<file path="config.mk">
export PLATFORM = sky130hd
export DESIGN_NAME = uart_transmitter
export DESIGN_NICKNAME = d
export VERILOG_FILES = /design/src/rtl/uart_transmitter.sv
export SDC_FILE = /design/constraint.sdc
export NUM_CORES = 1
export LEC_CHECK = 0
export BUFFER_PORTS_ARGS = -buffer_cell sky130_fd_sc_hd__buf_2
export CORE_MARGIN = 2
export CORE_UTILIZATION = 40
export DETAILED_ROUTE_END_ITERATION = 8
export PLACE_DENSITY_LB_ADDON = 0.12
export SYNTH_ARGS = -nofsm -noshare
export SYNTH_HDL_FRONTEND = slang
export SYNTH_SLANG_ARGS = --single-unit
</file>
<file path="constraint.sdc">
create_clock -name clk -period 2.9 [get_ports clk]
set_input_delay 0.29 -clock clk [delete_from_list [all_inputs] [get_ports clk]]
set_output_delay 0.29 -clock clk [all_outputs]
set_load 0.02 [all_outputs]
</file>
<file path="src/rtl/uart_transmitter.sv">
// 8N1 UART transmitter with optional even parity. One frame per debounced-free
// rising edge of btn1; payload latched from sw at acceptance.
module uart_transmitter #(
  parameter int CLKS_PER_BIT = 5208,
  parameter bit PARITY_EN    = 1'b0
) (
  input  logic       clk,
  input  logic       rst_n,
  input  logic       btn1,
  input  logic [7:0] sw,
  output logic       onebit_data,
  output logic       busy,
  output logic       done,
  output logic [7:0] led
);

  typedef enum logic [2:0] {
    IDLE,
    START,
    DATA,
    PARITY,
    STOP
  } state_e;

  localparam logic [15:0] BAUD_MAX = 16'(CLKS_PER_BIT - 1);

  state_e      state_q, state_d;
  logic        btn_s1_q, btn_s1_d;
  logic        btn_s2_q, btn_s2_d;
  logic        btn_prev_q, btn_prev_d;
  logic [15:0] baud_q, baud_d;
  logic [2:0]  bit_idx_q, bit_idx_d;
  logic [7:0]  shift_q, shift_d;
  logic        parity_q, parity_d;
  logic        line_q, line_d;
  logic        busy_q, busy_d;
  logic        done_q, done_d;
  logic [7:0]  led_q, led_d;

  logic req;
  logic baud_wrap;

  assign req       = btn_s2_q & ~btn_prev_q;
  assign baud_wrap = (baud_q == BAUD_MAX);

  always_comb begin
    // NOTE: every _d gets a default first so no path leaves it unassigned (no latches).
    state_d    = state_q;
    btn_s1_d   = btn1;
    btn_s2_d   = btn_s1_q;
    btn_prev_d = btn_s2_q;
    baud_d     = baud_q;
    bit_idx_d  = bit_idx_q;
    shift_d    = shift_q;
    parity_d   = parity_q;
    line_d     = line_q;
    busy_d     = busy_q;
    done_d     = 1'b0;
    led_d      = led_q;

    // The line value is computed for the state being entered, so the output
    // flop switches on the same edge as the state.
    unique case (state_q)
      IDLE: begin
        line_d = 1'b1;
        baud_d = '0;
        if (req) begin
          state_d   = START;
          shift_d   = sw;
          led_d     = sw;
          parity_d  = ^sw;
          busy_d    = 1'b1;
          bit_idx_d = '0;
          line_d    = 1'b0;
        end
      end
      START: begin
        baud_d = baud_wrap ? '0 : baud_q + 16'd1;
        if (baud_wrap) begin
          state_d   = DATA;
          bit_idx_d = '0;
          line_d    = shift_q[0];
        end
      end
      DATA: begin
        baud_d = baud_wrap ? '0 : baud_q + 16'd1;
        if (baud_wrap) begin
          if (bit_idx_q == 3'd7) begin
            if (PARITY_EN) begin
              state_d = PARITY;
              line_d  = parity_q;
            end else begin
              state_d = STOP;
              line_d  = 1'b1;
            end
          end else begin
            bit_idx_d = bit_idx_q + 3'd1;
            line_d    = shift_q[bit_idx_q + 3'd1];
          end
        end
      end
      PARITY: begin
        baud_d = baud_wrap ? '0 : baud_q + 16'd1;
        if (baud_wrap) begin
          state_d = STOP;
          line_d  = 1'b1;
        end
      end
      STOP: begin
        baud_d = baud_wrap ? '0 : baud_q + 16'd1;
        if (baud_wrap) begin
          state_d = IDLE;
          busy_d  = 1'b0;
          done_d  = 1'b1;
          line_d  = 1'b1;
        end
      end
      default: begin
        state_d = IDLE;
        line_d  = 1'b1;
        busy_d  = 1'b0;
      end
    endcase
  end

  // NOTE: sequential state uses non-blocking assignments only; reset is
  // synchronous and overrides every other update, including mid-frame.
  always_ff @(posedge clk) begin
    if (!rst_n) begin
      state_q    <= IDLE;
      btn_s1_q   <= 1'b0;
      btn_s2_q   <= 1'b0;
      btn_prev_q <= 1'b0;
      baud_q     <= '0;
      bit_idx_q  <= '0;
      shift_q    <= '0;
      parity_q   <= 1'b0;
      line_q     <= 1'b1;
      busy_q     <= 1'b0;
      done_q     <= 1'b0;
      led_q      <= '0;
    end else begin
      state_q    <= state_d;
      btn_s1_q   <= btn_s1_d;
      btn_s2_q   <= btn_s2_d;
      btn_prev_q <= btn_prev_d;
      baud_q     <= baud_d;
      bit_idx_q  <= bit_idx_d;
      shift_q    <= shift_d;
      parity_q   <= parity_d;
      line_q     <= line_d;
      busy_q     <= busy_d;
      done_q     <= done_d;
      led_q      <= led_d;
    end
  end

  assign onebit_data = line_q;
  assign busy        = busy_q;
  assign done        = done_q;
  assign led         = led_q;

endmodule

</file>
# Word-level counts from Yosys, hierarchy flattened
# Cells that the tools add are included.
word_totals:
  regBits: 36
  output_inout_bits: 11
  input_bits: 11
classes:
  n_bitwise: 3
  eq_ne: 14
  n_addsub: 2
  n_reduce_logical: 12
  n_lt_le_gt_ge: 1
  muxes: 25
op_table:
  columns: ["op", "n"]
  rows:
  - ["case mux 16 bit (2 select lines)", 1]
  - ["2-to-1 mux 3 bit", 9]
  - ["adder 16 x 1 -> 16 bit (second input constant)", 1]
  - ["equality test 16 x 13 -> 1 bit (second input constant)", 1]
  - ["2-to-1 mux 16 bit", 1]
  - ["case mux 3 bit (5 select lines)", 1]
  - ["inequality test 2 bit (second input constant)", 7]
  - ["2-to-1 mux 1 bit", 9]
  - ["case mux 3 bit (3 select lines)", 1]
  - ["equality test 3 x 2 -> 1 bit (second input constant)", 2]
  - ["equality test 3 bit (second input constant)", 2]
  - ["AND reduction 3 bit", 2]
  - ["AND reduction 6 bit", 1]
  - ["AND reduction 5 bit", 1]
  - ["< comparator 3 x 4 -> 1 bit (second input constant)", 1]
  - ["case mux 1 bit (4 select lines)", 1]
  - ["AND reduction 2 bit", 2]
  - ["OR reduction 4 bit", 1]
  - ["adder 3 x 1 -> 3 bit (second input constant)", 1]
  - ["binary-select mux 1 bit (select 3 bit)", 1]
  - ["equality test 3 x 1 -> 1 bit (second input constant)", 1]
  - ["logical NOT 3 bit", 1]
  - ["case mux 1 bit (3 select lines)", 1]
  - ["nonzero test 3 bit", 1]
  - ["other kinds (6)", 7]

# Logic depth before layout (Yosys ltp)
depth:
  word_depth: 6
  depth_mapped: 8
  depth_no_buf: 7

# Worst setup path after synthesis
# Ideal clock, no wire load.
synth_path:
  kind: "register -> register"
  start: "register bit_idx_q[0]"
  end: "register line_q, in the netlist onebit_data"
  setup_time_ns: 0.070
  path_stages_with_launch: 9
  arrival_ns: 1.825
  path_slack_ns: 1.005
  period_less_slack_ns: 1.895
  cell_sequence: "dfxtp_1 -> ha_1 -> ha_1 -> buf_2 -> mux2i_1 -> mux4_2 -> a21oi_1 -> nor4_1 -> a21oi_1"
synth_via:
  elab_chain_len: 6
  elab_cells_between_ends: 7
synth_lines:
  columns: ["item", "line", "rtl"]
  rows:
  - ["start, declared", "32", "logic [2:0] bit_idx_q, bit_idx_d;"]
  - ["start signal, assigned", "148", "bit_idx_q <= bit_idx_d;"]
  - ["adder 3 x 1 -> 3 bit", "98", "line_d = shift_q[bit_idx_q + 3'd1];"]
  - ["binary-select mux 1 bit (select 3 bit)", "98", null]
  - ["2-to-1 mux 1 bit (not written as such)", "98", null]
  - ["2-to-1 mux 1 bit (*)", "88", "if (bit_idx_q == 3'd7) begin"]
  - ["2-to-1 mux 1 bit (*)", "87", "if (baud_wrap) begin"]
  - ["case mux 1 bit (4 select lines) (*)", "63", "unique case (state_q)"]
  - ["end signal, assigned", "151", "line_q <= line_d;"]
  - ["end, declared", "35", "logic line_q, line_d;"]
# Every way passes the cells marked *; elsewhere a longest branch is shown, timed or not. The select of a mux whose other input is x is not followed.
# A chain may end at the register's enable or synchronous reset.

# Worst setup path in the final report
layout_path:
  start: "register baud_q[0]"
  end: "register baud_q[14]"
layout_via:
  elab_chain_len: 3
  elab_cells_between_ends: 4
layout_lines:
  columns: ["item", "line", "rtl"]
  rows:
  - ["start, declared", "31", "logic [15:0] baud_q, baud_d;"]
  - ["start signal, assigned", "147", "baud_q <= baud_d;"]
  - ["adder 16 x 1 -> 16 bit or equality test 16 x 13 -> 1 bit (tied branches)", null, null]
  - ["2-to-1 mux 16 bit (*)", null, null]
  - ["case mux 16 bit (2 select lines) (*)", "63", null]
# Every way passes the cells marked *; elsewhere a longest branch is shown, timed or not.

==> run_results.csv <==
group,metric,value,unit
pwr,pwr_density_cell,486,nW/um^2
yosys,netlist_area,1720,sq um
pwr,irDropWorstVdd,0.000251,V
critical_path,worstPathRequired,3050,ps
critical_path,path_cells,"ha_1 -> and4b_1 -> nand4_1 -> or2_2 -> nand3_1 -> nor3_1",
yosys,async_flop_share,0,
timing,worst_slew_pin_slew,732,ps
critical_path,r2r_cells,6,
pwr,leakage,0.728,nW
timing,hold_violations,0,
critical_path,r2r_slack,610,ps
critical_path,worstSetupStartpoint,"baud_q[0]$_SDFFE_PN0P_",
clock_network,numCtsBuffers,5,
clock_network,clockBufferDepth,2,
critical_path,end_kind,"register",
detailed_routing,drt_iter0_drc,55,
yosys,synth_top_family_by_area,"simple AND/OR/NAND/NOR gates",
clock_network,cts.sinks,36,
detailed_routing,firstDrtPassIters,4,
placement,routabilityCongestion,0.784,
outcome,outcome,"finished clean",
floorplan,die_w,69.6,um
layout,nNetsFinal,229,
yosys,syn_avg_cell_area,8.66,sq um
pwr,fin_total_pwr,930,uW
critical_path,reg2reg_from,"baud_q[0]$_SDFFE_PN0P_",
hold_path,hold_start,"btn1",
global_route,grt_antenna_before_repair,0,
critical_path,cp_data_arrival_time,2440,ps
global_route,grt_util_met1,0.203,
detailed_routing,wl_per_cell,13.2,um
yosys,synth-simple-area-share,0.277,
yosys,yosysTopAreaCell,"dfxtp_1",
placement,io_buffers,21,
critical_path,startpoint_type,"register",
detailed_routing,wl,3520,um
hold_path,min_path_type,"in -> reg",
layout,drive_gt1_frac,0.167,
timing,slew_headroom,0.510,
floorplan,fp.coreArea,4090,sq um
detailed_routing,drc,0,
critical_path,crit_type,"reg -> reg",
yosys,syn_inst,199,
timing,final.min_clock_period,2290,ps
critical_path,critPathMaxStageDelay,460,ps
critical_path,crit_cells,6,
global_route,grt.total_usage,0.162,
global_route,busiest_layer,"met2",
global_route,grt_pass1_wl,6340,um
layout,diodes,0,
floorplan,pin_count,22,
yosys,yosys_register_bits,36,
global_route,grt.met2_usage,0.264,
yosys,yosysWarnings,0,
global_route,met3_usage,0.0494,
critical_path,crit_buf_inv,0,
global_route,grt_max_degree,20,
global_route,grt_pass1_vias,1398,
timing,rsz0062_at_grt,"false",
clock_network,holdBufCountCts,0,
floorplan,die_area,4850,sq um
critical_path,crit_slowest_cell,"or2_2",
yosys,yosysMostFrequentCell,"dfxtp_1",
clock_network,root_buffer,"clkbuf_8",
yosys,ys.flop_type,"dfxtp_1",
critical_path,critPathTopFamily,"simple AND/OR/NAND/NOR gates",
yosys,yosysUniqueCellTypes,44,
yosys,synthMuxAreaShare,0.0487,
clock_network,h-tree-depth,2,
yosys,ys_seq_area_frac,0.418,
critical_path,setup.worst_path.end,"baud_q[14]$_SDFFE_PN0P_",
critical_path,r2r-end,"baud_q[14]$_SDFFE_PN0P_",
floorplan,start_util,0.422,
run,maxCapViolCount,0,
global_route,grt_overflow,0,
timing,worst_slack,611,ps
clock_network,clkLatencyLatePin,290,ps
timing,timing.fmax,437,MHz
yosys,synth.area.top_cells,"dfxtp_1 (42%), a21oi_1 (5.8%), nand3_1 (4.4%), nor2_1 (4.4%), xor2_1 (4.1%)",
floorplan,rows,23,
yosys,synthAdderAreaFrac,0.0276,
clock_network,cts_resized,0,
timing,finalSetupViolCount,0,
layout,n_fill_cell,412,
critical_path,critPathMaxFanout,12,
layout,synthToLayoutAreaGrowth,11.2,%
yosys,yosys-top-cells-count,"dfxtp_1 (36), a21oi_1 (20), nor2_1 (20), nand3_1 (15), nand2_1 (14)",
timing,clock_skew,5.87,ps
detailed_routing,vias_per_cell,5.46,
yosys,synth_edf_count,0,
timing,fin_crit_sh,0.789,
floorplan,die_y,69.6,um
detailed_routing,ant_nets,0,
placement,dp_slack,599,ps
timing,slew_viol_final,0,
yosys,yosysTopAreaCellShare,0.418,
timing,tns,0,ps
detailed_routing,vias,1453,
yosys,synth-compound-area-share,0.124,
clock_network,cts.reportedPaths.clkPinSlew,70,ps
yosys,synthXorXnorAreaFrac,0.0559,
clock_network,cts_tree,"done",
clock_network,cts_setup_buffers,0,
placement,dpl.hpwl,2540,um
yosys,synth_fp_nets,213,
-- power by group --
group          switching, mW  total, mW  leakage, nW  internal, mW
sequential           0.00590      0.508        0.291         0.502
clock                  0.176      0.365       0.0510         0.189
combinational         0.0348     0.0569        0.386        0.0221
total                  0.216      0.930        0.728         0.714
-- routing by layer --
layer | wire length (um) | vias up
li1 | - | 738
met1 | 1650 | 689
met2 | 1690 | 21
met3 | 119 | 5
met4 | 53 | 0
met5 | 0 | -
-- per-stage QoR --
stage	instance area, sq um	std cells	hold slack [ps]	utilization
floorplan	1720	199	412	-
global placement	1820	258	421	0.446
detailed placement	1820	258	441	0.446
CTS	1920	266	194	0.469
global route	1920	266	196	0.469
finish	1920	266	202	0.469
-- logic make-up (layout without fill, tap and decap cells) --
group	count (synthesis)	after routing
compound gates	37	37
xor+xnor	11	11
fa+ha+maj	4	4
buf+inv	15	32
flops	36	36
mux	7	7
simple gates	89	89
-- worst min-delay path by stage --
stage	endpoint	slack, ps	depth (start not counted)
floorplan	btn_prev_d$_SDFF_PN0_	410	1
global placement	btn_prev_d$_SDFF_PN0_	420	1
detailed placement	btn_prev_d$_SDFF_PN0_	440	1
CTS	btn_s1_q$_SDFF_PN0_	190	2
global route	btn_s1_q$_SDFF_PN0_	200	2
finish	btn_s1_q$_SDFF_PN0_	200	2
-- cell usage in the layout (no fill, tap or decap), types with 4 or more instances in the layout --
cell type	n
nor3_1	4
buf_2	21
xor2_1	8
and2_1	5
nand2_1	14
and3_1	6
nand4_1	4
clkbuf_8	6
nand3_1	15
and4_1	5
nor2_1	20
o21ai_0	8
dfxtp_1	36
a21oi_1	20
mux2i_1	5
-- area by class of cell --
class | count | area [sq um] | area share
clock buffer | 6 | 82.6 | 0.0431
inverter | 2 | 7.51 | 0.00392
sequential | 36 | 721 | 0.376
clock inverter | 2 | 10.0 | 0.00523
multi-input combinational | 148 | 920 | 0.480
tap | 50 | 62.6 | 0.0327
timing repair buffer | 22 | 113 | 0.0588
-- registers in the layout, indices dropped and copies added, names as in the netlist --
register     cells
btn_prev_d       1
onebit_data      1
led              8
done             1
btn_s1_q         1
baud_q          16
bit_idx_q        3
state_q          3
btn_prev_q       1
busy             1
No activity file was read; power rests on OpenSTA's default activity.
